$ cat src/rtl/rf_seq_pkg.sv
// rtl/rf_seq_pkg.sv - widths, op encoding and FSM states for the register-file access sequencer
package rf_seq_pkg;

  localparam int ADDR_W = 5;
  localparam int DATA_W = 8;

  typedef enum logic [1:0] {
    OP_ADD = 2'b00,
    OP_SUB = 2'b01,
    OP_AND = 2'b10,
    OP_OR  = 2'b11
  } op_e;

  typedef enum logic [2:0] {
    ST_IDLE,
    ST_READ,
    ST_EXEC,
    ST_WRITE,
    ST_DONE
  } state_e;

endpackage

$ cat src/rtl/rf_access_sequencer_if.sv
// rtl/rf_access_sequencer_if.sv - command handshake plus register-file port bundle
interface rf_access_sequencer_if;
  import rf_seq_pkg::*;

  logic              cmd_valid;
  logic              cmd_ready;
  logic [1:0]        cmd_op;
  logic [ADDR_W-1:0] cmd_rd;
  logic [ADDR_W-1:0] cmd_rs1;
  logic [ADDR_W-1:0] cmd_rs2;
  logic [ADDR_W-1:0] read_add_1;
  logic [ADDR_W-1:0] read_add_2;
  logic [DATA_W-1:0] read_out_1;
  logic [DATA_W-1:0] read_out_2;
  logic [ADDR_W-1:0] write_add;
  logic [DATA_W-1:0] write_inp;
  logic              mode;
  logic              done;
  logic [DATA_W-1:0] result;

  modport slave (
    input  cmd_valid, cmd_op, cmd_rd, cmd_rs1, cmd_rs2, read_out_1, read_out_2,
    output cmd_ready, read_add_1, read_add_2, write_add, write_inp, mode, done, result
  );

  modport master (
    output cmd_valid, cmd_op, cmd_rd, cmd_rs1, cmd_rs2, read_out_1, read_out_2,
    input  cmd_ready, read_add_1, read_add_2, write_add, write_inp, mode, done, result
  );

endinterface

$ cat src/rtl/rf_seq_alu.sv
// rtl/rf_seq_alu.sv - combinational 8-bit ALU, results wrap modulo 2^DATA_W
module rf_seq_alu
  import rf_seq_pkg::*;
(
  input  op_e               op,
  input  logic [DATA_W-1:0] a,
  input  logic [DATA_W-1:0] b,
  output logic [DATA_W-1:0] res
);

  always_comb begin
    res = '0;
    case (op)
      OP_ADD:  res = a + b;
      OP_SUB:  res = a - b;
      OP_AND:  res = a & b;
      OP_OR:   res = a | b;
      default: res = '0;
    endcase
  end

endmodule

$ cat src/rtl/rf_access_sequencer.sv
// rtl/rf_access_sequencer.sv - IDLE/READ/EXEC/WRITE/DONE register-file sequencer; RF_SEQ_ZERO_REG_EN hardwires r0 to zero
module rf_access_sequencer
  import rf_seq_pkg::*;
(
  input  logic                 clk,
  input  logic                 rst,
  rf_access_sequencer_if.slave bus
);

  state_e            state;
  op_e               op_q;
  logic [ADDR_W-1:0] rd_q;
  logic [ADDR_W-1:0] read_add_1_q;
  logic [ADDR_W-1:0] read_add_2_q;
  logic [ADDR_W-1:0] write_add_q;
  logic [DATA_W-1:0] a_q;
  logic [DATA_W-1:0] b_q;
  logic [DATA_W-1:0] alu_res;
  logic [DATA_W-1:0] write_inp_q;
  logic [DATA_W-1:0] result_q;
  logic [DATA_W-1:0] opnd_1;
  logic [DATA_W-1:0] opnd_2;
  logic              mode_q;
  logic              done_q;
  logic              write_en;

`ifdef RF_SEQ_ZERO_REG_EN
  // r0 reads as zero and is never written; the command still walks through WRITE
  assign opnd_1   = (read_add_1_q == '0) ? '0 : bus.read_out_1;
  assign opnd_2   = (read_add_2_q == '0) ? '0 : bus.read_out_2;
  assign write_en = (rd_q != '0);
`else
  assign opnd_1   = bus.read_out_1;
  assign opnd_2   = bus.read_out_2;
  assign write_en = 1'b1;
`endif

  rf_seq_alu u_alu (
    .op  (op_q),
    .a   (a_q),
    .b   (b_q),
    .res (alu_res)
  );

  always_ff @(posedge clk) begin
    if (rst) begin
      state        <= ST_IDLE;
      op_q         <= OP_ADD;
      rd_q         <= '0;
      read_add_1_q <= '0;
      read_add_2_q <= '0;
      write_add_q  <= '0;
      a_q          <= '0;
      b_q          <= '0;
      write_inp_q  <= '0;
      result_q     <= '0;
      mode_q       <= 1'b0;
      done_q       <= 1'b0;
    end else begin
      case (state)
        ST_IDLE: begin
          if (bus.cmd_valid) begin
            op_q         <= op_e'(bus.cmd_op);
            rd_q         <= bus.cmd_rd;
            read_add_1_q <= bus.cmd_rs1;
            read_add_2_q <= bus.cmd_rs2;
            state        <= ST_READ;
          end
        end
        ST_READ: begin
          a_q   <= opnd_1;
          b_q   <= opnd_2;
          state <= ST_EXEC;
        end
        ST_EXEC: begin
          mode_q      <= write_en;
          write_add_q <= rd_q;
          write_inp_q <= alu_res;
          state       <= ST_WRITE;
        end
        ST_WRITE: begin
          mode_q   <= 1'b0;
          done_q   <= 1'b1;
          result_q <= write_inp_q;
          state    <= ST_DONE;
        end
        ST_DONE: begin
          done_q <= 1'b0;
          state  <= ST_IDLE;
        end
        default: state <= ST_IDLE;
      endcase
    end
  end

  assign bus.cmd_ready  = (state == ST_IDLE) && !rst;
  assign bus.read_add_1 = read_add_1_q;
  assign bus.read_add_2 = read_add_2_q;
  assign bus.write_add  = write_add_q;
  assign bus.write_inp  = write_inp_q;
  assign bus.mode       = mode_q;
  assign bus.done       = done_q;
  assign bus.result     = result_q;

endmodule
$ cat src/flat_wrapper.sv
// flat-port wrapper written by rule: the top's interface ports become plain ports
module rf_access_sequencer_flat import rf_seq_pkg::*;
  (clk, rst, bus_cmd_valid, bus_cmd_op, bus_cmd_rd, bus_cmd_rs1, bus_cmd_rs2, bus_read_out_1, bus_read_out_2, bus_cmd_ready, bus_read_add_1, bus_read_add_2, bus_write_add, bus_write_inp, bus_mode, bus_done, bus_result);
  rf_access_sequencer_if bus_i ();
  input  logic clk;
  input  logic rst;
  input wire logic [$bits(bus_i.cmd_valid)-1:0] bus_cmd_valid;
  input wire logic [$bits(bus_i.cmd_op)-1:0] bus_cmd_op;
  input wire logic [$bits(bus_i.cmd_rd)-1:0] bus_cmd_rd;
  input wire logic [$bits(bus_i.cmd_rs1)-1:0] bus_cmd_rs1;
  input wire logic [$bits(bus_i.cmd_rs2)-1:0] bus_cmd_rs2;
  input wire logic [$bits(bus_i.read_out_1)-1:0] bus_read_out_1;
  input wire logic [$bits(bus_i.read_out_2)-1:0] bus_read_out_2;
  output wire logic [$bits(bus_i.cmd_ready)-1:0] bus_cmd_ready;
  output wire logic [$bits(bus_i.read_add_1)-1:0] bus_read_add_1;
  output wire logic [$bits(bus_i.read_add_2)-1:0] bus_read_add_2;
  output wire logic [$bits(bus_i.write_add)-1:0] bus_write_add;
  output wire logic [$bits(bus_i.write_inp)-1:0] bus_write_inp;
  output wire logic [$bits(bus_i.mode)-1:0] bus_mode;
  output wire logic [$bits(bus_i.done)-1:0] bus_done;
  output wire logic [$bits(bus_i.result)-1:0] bus_result;
  assign bus_i.cmd_valid = bus_cmd_valid;
  assign bus_i.cmd_op = bus_cmd_op;
  assign bus_i.cmd_rd = bus_cmd_rd;
  assign bus_i.cmd_rs1 = bus_cmd_rs1;
  assign bus_i.cmd_rs2 = bus_cmd_rs2;
  assign bus_i.read_out_1 = bus_read_out_1;
  assign bus_i.read_out_2 = bus_read_out_2;
  assign bus_cmd_ready = bus_i.cmd_ready;
  assign bus_read_add_1 = bus_i.read_add_1;
  assign bus_read_add_2 = bus_i.read_add_2;
  assign bus_write_add = bus_i.write_add;
  assign bus_write_inp = bus_i.write_inp;
  assign bus_mode = bus_i.mode;
  assign bus_done = bus_i.done;
  assign bus_result = bus_i.result;
  rf_access_sequencer u_core (.clk(clk), .rst(rst), .bus(bus_i));
endmodule
$ cat config.mk
export PLATFORM = sky130hd
export DESIGN_NAME = rf_access_sequencer_flat
export DESIGN_NICKNAME = d
export VERILOG_FILES = /design/src/rtl/rf_seq_pkg.sv /design/src/rtl/rf_access_sequencer_if.sv /design/src/rtl/rf_seq_alu.sv /design/src/rtl/rf_access_sequencer.sv /design/src/flat_wrapper.sv
export SDC_FILE = /design/constraint.sdc
export NUM_CORES = 1
export LEC_CHECK = 0
export ABC_CLOCK_PERIOD_IN_PS = 3580
export BUFFER_PORTS_ARGS = -buffer_cell sky130_fd_sc_hd__buf_2
export CAP_MARGIN = 0
export CORE_ASPECT_RATIO = 0.6
export CORE_MARGIN = 2
export CORE_UTILIZATION = 50
export CTS_CLUSTER_DIAMETER = 50
export DETAILED_ROUTE_END_ITERATION = 12
export PLACE_DENSITY = 0.85
export SYNTH_ARGS = -nofsm -noshare
export SYNTH_HDL_FRONTEND = slang
export SYNTH_SLANG_ARGS = --single-unit
$ cat constraint.sdc
create_clock -name clk -period 3.58 [get_ports clk]
set_input_delay 0.358 -clock clk [delete_from_list [all_inputs] [get_ports clk]]
set_output_delay 0.358 -clock clk [all_outputs]
set_load 0.02 [all_outputs]
**Word-level counts from Yosys, hierarchy flattened**

Cells that the tools add are included.

- Output and inout bits: 34
- Word-level logic and storage cells: 36
- Bits in registers: 59

- Add/subtract/negate cells: 2
- Bitwise gates (word level): 2
- Eq/ne operators: 8
- Multiplexer cells: 5
- Reduce and logical (&&, ||, !) cells: 7

Operator list:

| cell | number |
|---|---|
| $pmux 8 s4 | 1 |
| $pmux 3 s4 | 1 |
| $add 8x8->8 | 1 |
| $and 8x8->8 | 1 |
| $or 8x8->8 | 1 |
| $sub 8x8->8 | 1 |
| $eq 3x2->1 const B | 2 |
| $eq 2x2->1 const B | 2 |
| $pmux 1 s2 | 2 |
| $reduce_bool 2->1 | 2 |
| $eq 3x1->1 const B | 1 |
| $eq 3x3->1 const B | 1 |
| $logic_not 3->1 | 1 |
| $mux 3 | 1 |
| $eq 2x1->1 const B | 1 |
| $logic_not 2->1 | 1 |
| $ne 2x2->1 const B | 1 |
| $reduce_and 2->1 | 1 |
| $logic_and 1x1->1 | 1 |
| $logic_not 1->1 | 1 |

**Logic depth before layout (Yosys ltp)**

- Depth after elaboration: 2
- Depth in mapped cells: 11

**Cells and area by module**

From an unflattened synthesis, not the netlist that was laid out.

- Cell total of the unflattened synthesis: 361
- Area total of the unflattened synthesis: 2882.8 sq um

Modules (own cells, without submodules):

| module | cells an instance | times used | area each (sq um) | sequential area each (sq um) |
|---|---|---|---|---|
| rf_access_sequencer | 261 | 1 | 2140.8 | 1181.1 |
| rf_seq_alu | 100 | 1 | 742.0 | 0.0 |

**Worst setup path after synthesis**

OpenSTA, ideal clock, no wires.

- Path type: reg-to-reg
- From: reg u_core.op_q[1]
- To: reg u_core.write_inp_q[7] (netlist: u_core.bus.write_inp[7])
- Arrival time: 2.561 ns
- Clock period less this slack: 2.623 ns
- Cell stages (with the launch flop): 11
- Required time: 3.518 ns
- Slack: 0.957 ns
- Cells stage by stage: dfxtp_1 > buf_4 > nor2b_1 > clkbuf_1 > mux2i_1 > ha_1 > nor2b_1 > o31a_1 > o41a_1 > or4b_1 > nand3_1

- Word-level cells in the longest chain between the ends: 2
- Elaborated cells between the ends (all ways): 5
- Those cells by class: eq/ne: 3; mux: 1; reduce/logical: 1

RTL lines:

| element | RTL line | RTL |
|---|---|---|
| start: declaration | rf_access_sequencer.sv:11 | `op_e op_q;` |
| start signal: assignment | rf_access_sequencer.sv:63 | `op_q <= op_e'(bus.cmd_op);` |
| $eq 2x2->1 (tied with other cells) | rf_seq_alu.sv:13 | `case (op)` |
| $pmux 8 s4 * | rf_seq_alu.sv:13 |  |
| end signal: assignment | rf_access_sequencer.sv:78 | `write_inp_q <= alu_res;` |
| end: declaration | rf_access_sequencer.sv:19 | `logic [DATA_W-1:0] write_inp_q;` |

Every way passes the cells marked *; elsewhere a longest branch is shown, timed or not.
A chain may end at the register's enable or synchronous reset.

**Worst setup path after layout**

- From: reg u_core.op_q[0]
- To: reg u_core.write_inp_q[7] (netlist: u_core.bus.write_inp[7])

Same word-level chain as after synthesis.

==> flow_summary.ini <==
[run]
drv_cap = 0

[drt]
routed_wl_mm = 6.745
drt-vias-per-instance = 5.373
drt_pass1_iterations = 4
ant_nets = 0
num_vias = 2520
wl_per_cell_um = 14.38
drt_iter0_drc = 184
drc = 0

[min_path]
min_from = bus_read_out_1[3]
hold_class = in2reg
hold_end = u_core.a_q[3]
holdPathStages = 3

[yosys]
synth_async_sr_flop_share = 0
yosys.area.top_type = dfxtp_1
ys_seq_elements = 59
seq_area_frac_synth = 0.4254
synth_flop_cell = dfxtp_1
synth_cells = 340
synth_top_area_frac = 0.4254
synth_edf_count = 0
syn-num-nets = 387
synth_cell_types = 43
synth_area_sq_mm = 0.002776
synth.avg_cell_area_sq_um = 8.166
synth_warnings = 0
synth_area_leaders = dfxtp_1, nand2_1, a21oi_1, mux2i_1, ha_1

[setup_path]
cp_data_arrival_time_ns = 3.34
r2r_end = u_core.bus.write_inp[7]
path_class = reg2reg
worst-path-buf-inv = 0
slowest_delay_ns = 0.54
timing.critical_path.from_type = flip-flop
cp_top_family = simple AND/OR/NAND/NOR gates
reg2reg_depth = 8
crit_fanout = 12
worstPathRequired_ns = 3.87
crit_path_top_delay_cell = dfxtp_1
r2r_start = u_core.op_q[0]
path_common_cell = nor2b_1
worstPathCellList = nor2b_1, mux2i_1, ha_1, nor2b_1, o31a_1, o41a_1, or4b_1, nand3_1
reg2reg_slack_ns = 0.52
endpoint_kind = flip-flop

[sta]
max_slew_margin = 0.2992
max_freq_mhz = 327.1
finalSetupTns_ns = 0
grt_setup_unrepaired = false
min_period_ns = 3.057
hold_ws_ns = 0.2419
finalCritPeriodShare = 0.8538
finalMaxSlewViolations = 0
skew_ns = 0.009670
setup_viol = 0
hold_viol = 0
tightest_slew_ns = 1.047

[pwr]
ir_drop_v = 0.0002829
p_comb_frac = 0.231
switching_share = 0.3109
power_frac_seq = 0.404
cellPowerDensity_mw_per_mm2 = 558.4
internal_power_mw = 1.282
leakagePower_nw = 1.439
p_clk_frac = 0.364
p_sw_mw = 0.5785

[finish]
antenna_cells = 0
finalInstanceArea_sq_mm = 0.003332
fill_cells = 446
final_nets = 445
final_cells = 469
drive_gt1_frac = 0.2357
syn_to_final_growth_pct = 20.01

[clock_tree]
cts_hold_buf = 0
cts_buffer_depth = 2
cts_buffers = 9
cts_resized = 0
htreeDepth = 3
root_buffer = clkbuf_8
cts.reportedPaths.clkPinSlew_ns = 0.07
clock-sinks = 59
post_cts_buffers = 0
cts_tree = done
clk_latency_ns = 0.35

[placed_design]
placed_area_sq_mm = 0.003109
dp_cells = 453
place_congestion = 0.9573
hpwl_mm = 4.861
port_buffers = 69

[global_route]
first_global_vias = 2358
antenna_found_initial = 0
grt_overflow_total = 0
grt_pass1_wl_mm = 10.82
grt_max_degree = 42
grt.total_usage = 0.2311

[floorplan]
fp.dieArea_sq_mm = 0.006184
coreArea_sq_mm = 0.005205
io_pins = 70
die_h_um = 61.72
start_util = 0.5334
rows = 20
dieWidth_um = 100.2

[run_status]
status = finished, final reports clean
## synth_stat cells, types with 2 or more instances
cell type  instances
nor2b_1            2
ha_1              10
maj3_1             5
nor3_1             7
clkbuf_1          16
a31oi_1            2
nand3_1            4
a21oi_1           52
inv_1              6
xnor2_1            8
o211ai_1           2
a211oi_1           5
o31a_1             2
nand2_1           82
dfxtp_1           59
nor4_1             4
nor2_1            24
buf_4              3
o21a_1             3
mux2i_1           13
o21ai_0            6
buf_2              4
## metrics by stage
| stage | power (mW) | setup slack, ns | utilization |
|---|---|---|---|
| 3_5_place_dp | 1.191 | 0.5612 | 0.5974 |
| 6_report | 1.861 | 0.5232 | 0.6401 |
| 2_1_floorplan | 1.086 | 0.9570 | - |
| 4_1_cts | 1.867 | 0.5346 | 0.6401 |
| 5_1_grt | 1.954 | 0.3359 | 0.6401 |
| 3_3_place_gp | 1.177 | 0.6200 | 0.5974 |
## layout make-up
class                      instances  area (sq um)  area share
clock inverter                     7         98.84     0.02967
multi-input combinational        250          1455      0.4367
tap                               66         82.58     0.02478
inverter                           6         22.52    0.006759
timing repair buffer              72         367.9      0.1104
clock buffer                       9         123.9     0.03718
sequential                        59          1181      0.3545
## registers in the layout, indices dropped and copies added (netlist names)
register,flops
u_core.a_q,8
u_core.rd_q,5
u_core.b_q,8
u_core.bus.read_add_1,5
u_core.bus.mode,1
u_core.bus.result,8
u_core.bus.write_add,5
u_core.bus.done,1
u_core.bus.read_add_2,5
u_core.state,3
u_core.bus.write_inp,8
u_core.op_q,2
## routing by layer
| metal | up-vias | routed length, um | global-route usage |
|---|---|---|---|
| li1 | 1266 | - | - |
| met1 | 1158 | 3235 | 0.3096 |
| met2 | 92 | 2838 | 0.3605 |
| met3 | 4 | 622 | 0.07159 |
| met4 | 0 | 48 | 0.08415 |
| met5 | - | 0 | 0 |
## placed cells by master, fill, tap and decap left out, types with 3 or more instances in the layout
| cell type | synthesis | final |
|---|---|---|
| nand2_1 | 82 | 82 |
| buf_2 | 4 | 69 |
| dfxtp_1 | 59 | 59 |
| a21oi_1 | 52 | 52 |
| nor2_1 | 24 | 24 |
| mux2i_1 | 13 | 13 |
| ha_1 | 10 | 10 |
| clkbuf_8 | 0 | 9 |
| xnor2_1 | 8 | 8 |
| nor3_1 | 7 | 7 |
| inv_1 | 6 | 6 |
| o21ai_0 | 6 | 6 |
| maj3_1 | 5 | 5 |
| a211oi_1 | 5 | 5 |
| nor4_1 | 4 | 4 |
| nand3_1 | 4 | 4 |
| o21a_1 | 3 | 3 |
| buf_4 | 3 | 3 |
## worst max-delay path by stage
stage | start | to | slack (ns) | cells past startpoint
final | u_core.op_q[0] | u_core.bus.write_inp[7] | 0.52 | 8
after global routing | u_core.op_q[0] | u_core.bus.write_inp[7] | 0.34 | 8
after CTS | u_core.op_q[0] | u_core.bus.write_inp[7] | 0.53 | 8
after detailed placement | u_core.op_q[0] | u_core.bus.write_inp[7] | 0.56 | 8
after global placement | u_core.op_q[0] | u_core.bus.write_inp[7] | 0.62 | 8
after floorplan | u_core.op_q[1] | u_core.bus.write_inp[7] | 0.96 | 10
## kinds of logic (layout without fill, tap and decap cells)
| family | Yosys count | after routing | synth area share |
|---|---|---|---|
| AND/OR/NAND/NOR | 136 | 136 | 0.2231 |
| AO/OA/AOI/OAI | 76 | 76 | 0.1555 |
| flip-flops | 59 | 59 | 0.4254 |
| buffers and inverters | 31 | 94 | 0.05047 |
| adder cells (fa/ha/maj) | 16 | 16 | 0.07030 |
| multiplexers | 13 | 13 | 0.04687 |
| XOR/XNOR | 9 | 9 | 0.02839 |
## worst reg2reg max path, stage by stage (launching register included)
cell and delay, ns:
dfxtp_1 0.54, nor2b_1 0.46, mux2i_1 0.37, ha_1 0.29, nor2b_1 0.14, o31a_1 0.27, o41a_1 0.33, or4b_1 0.51
nand3_1 0.08
## power by group through the flow
stage | Combinational, mW | Clock, mW | Sequential, mW
after CTS | 0.429 | 0.687 | 0.751
after detailed placement | 0.425 | 0 | 0.765
after global routing | 0.481 | 0.714 | 0.759
after floorplan | 0.310 | 0 | 0.776
final | 0.431 | 0.678 | 0.752
after global placement | 0.414 | 0 | 0.763
(Power assumes the default switching activity.)
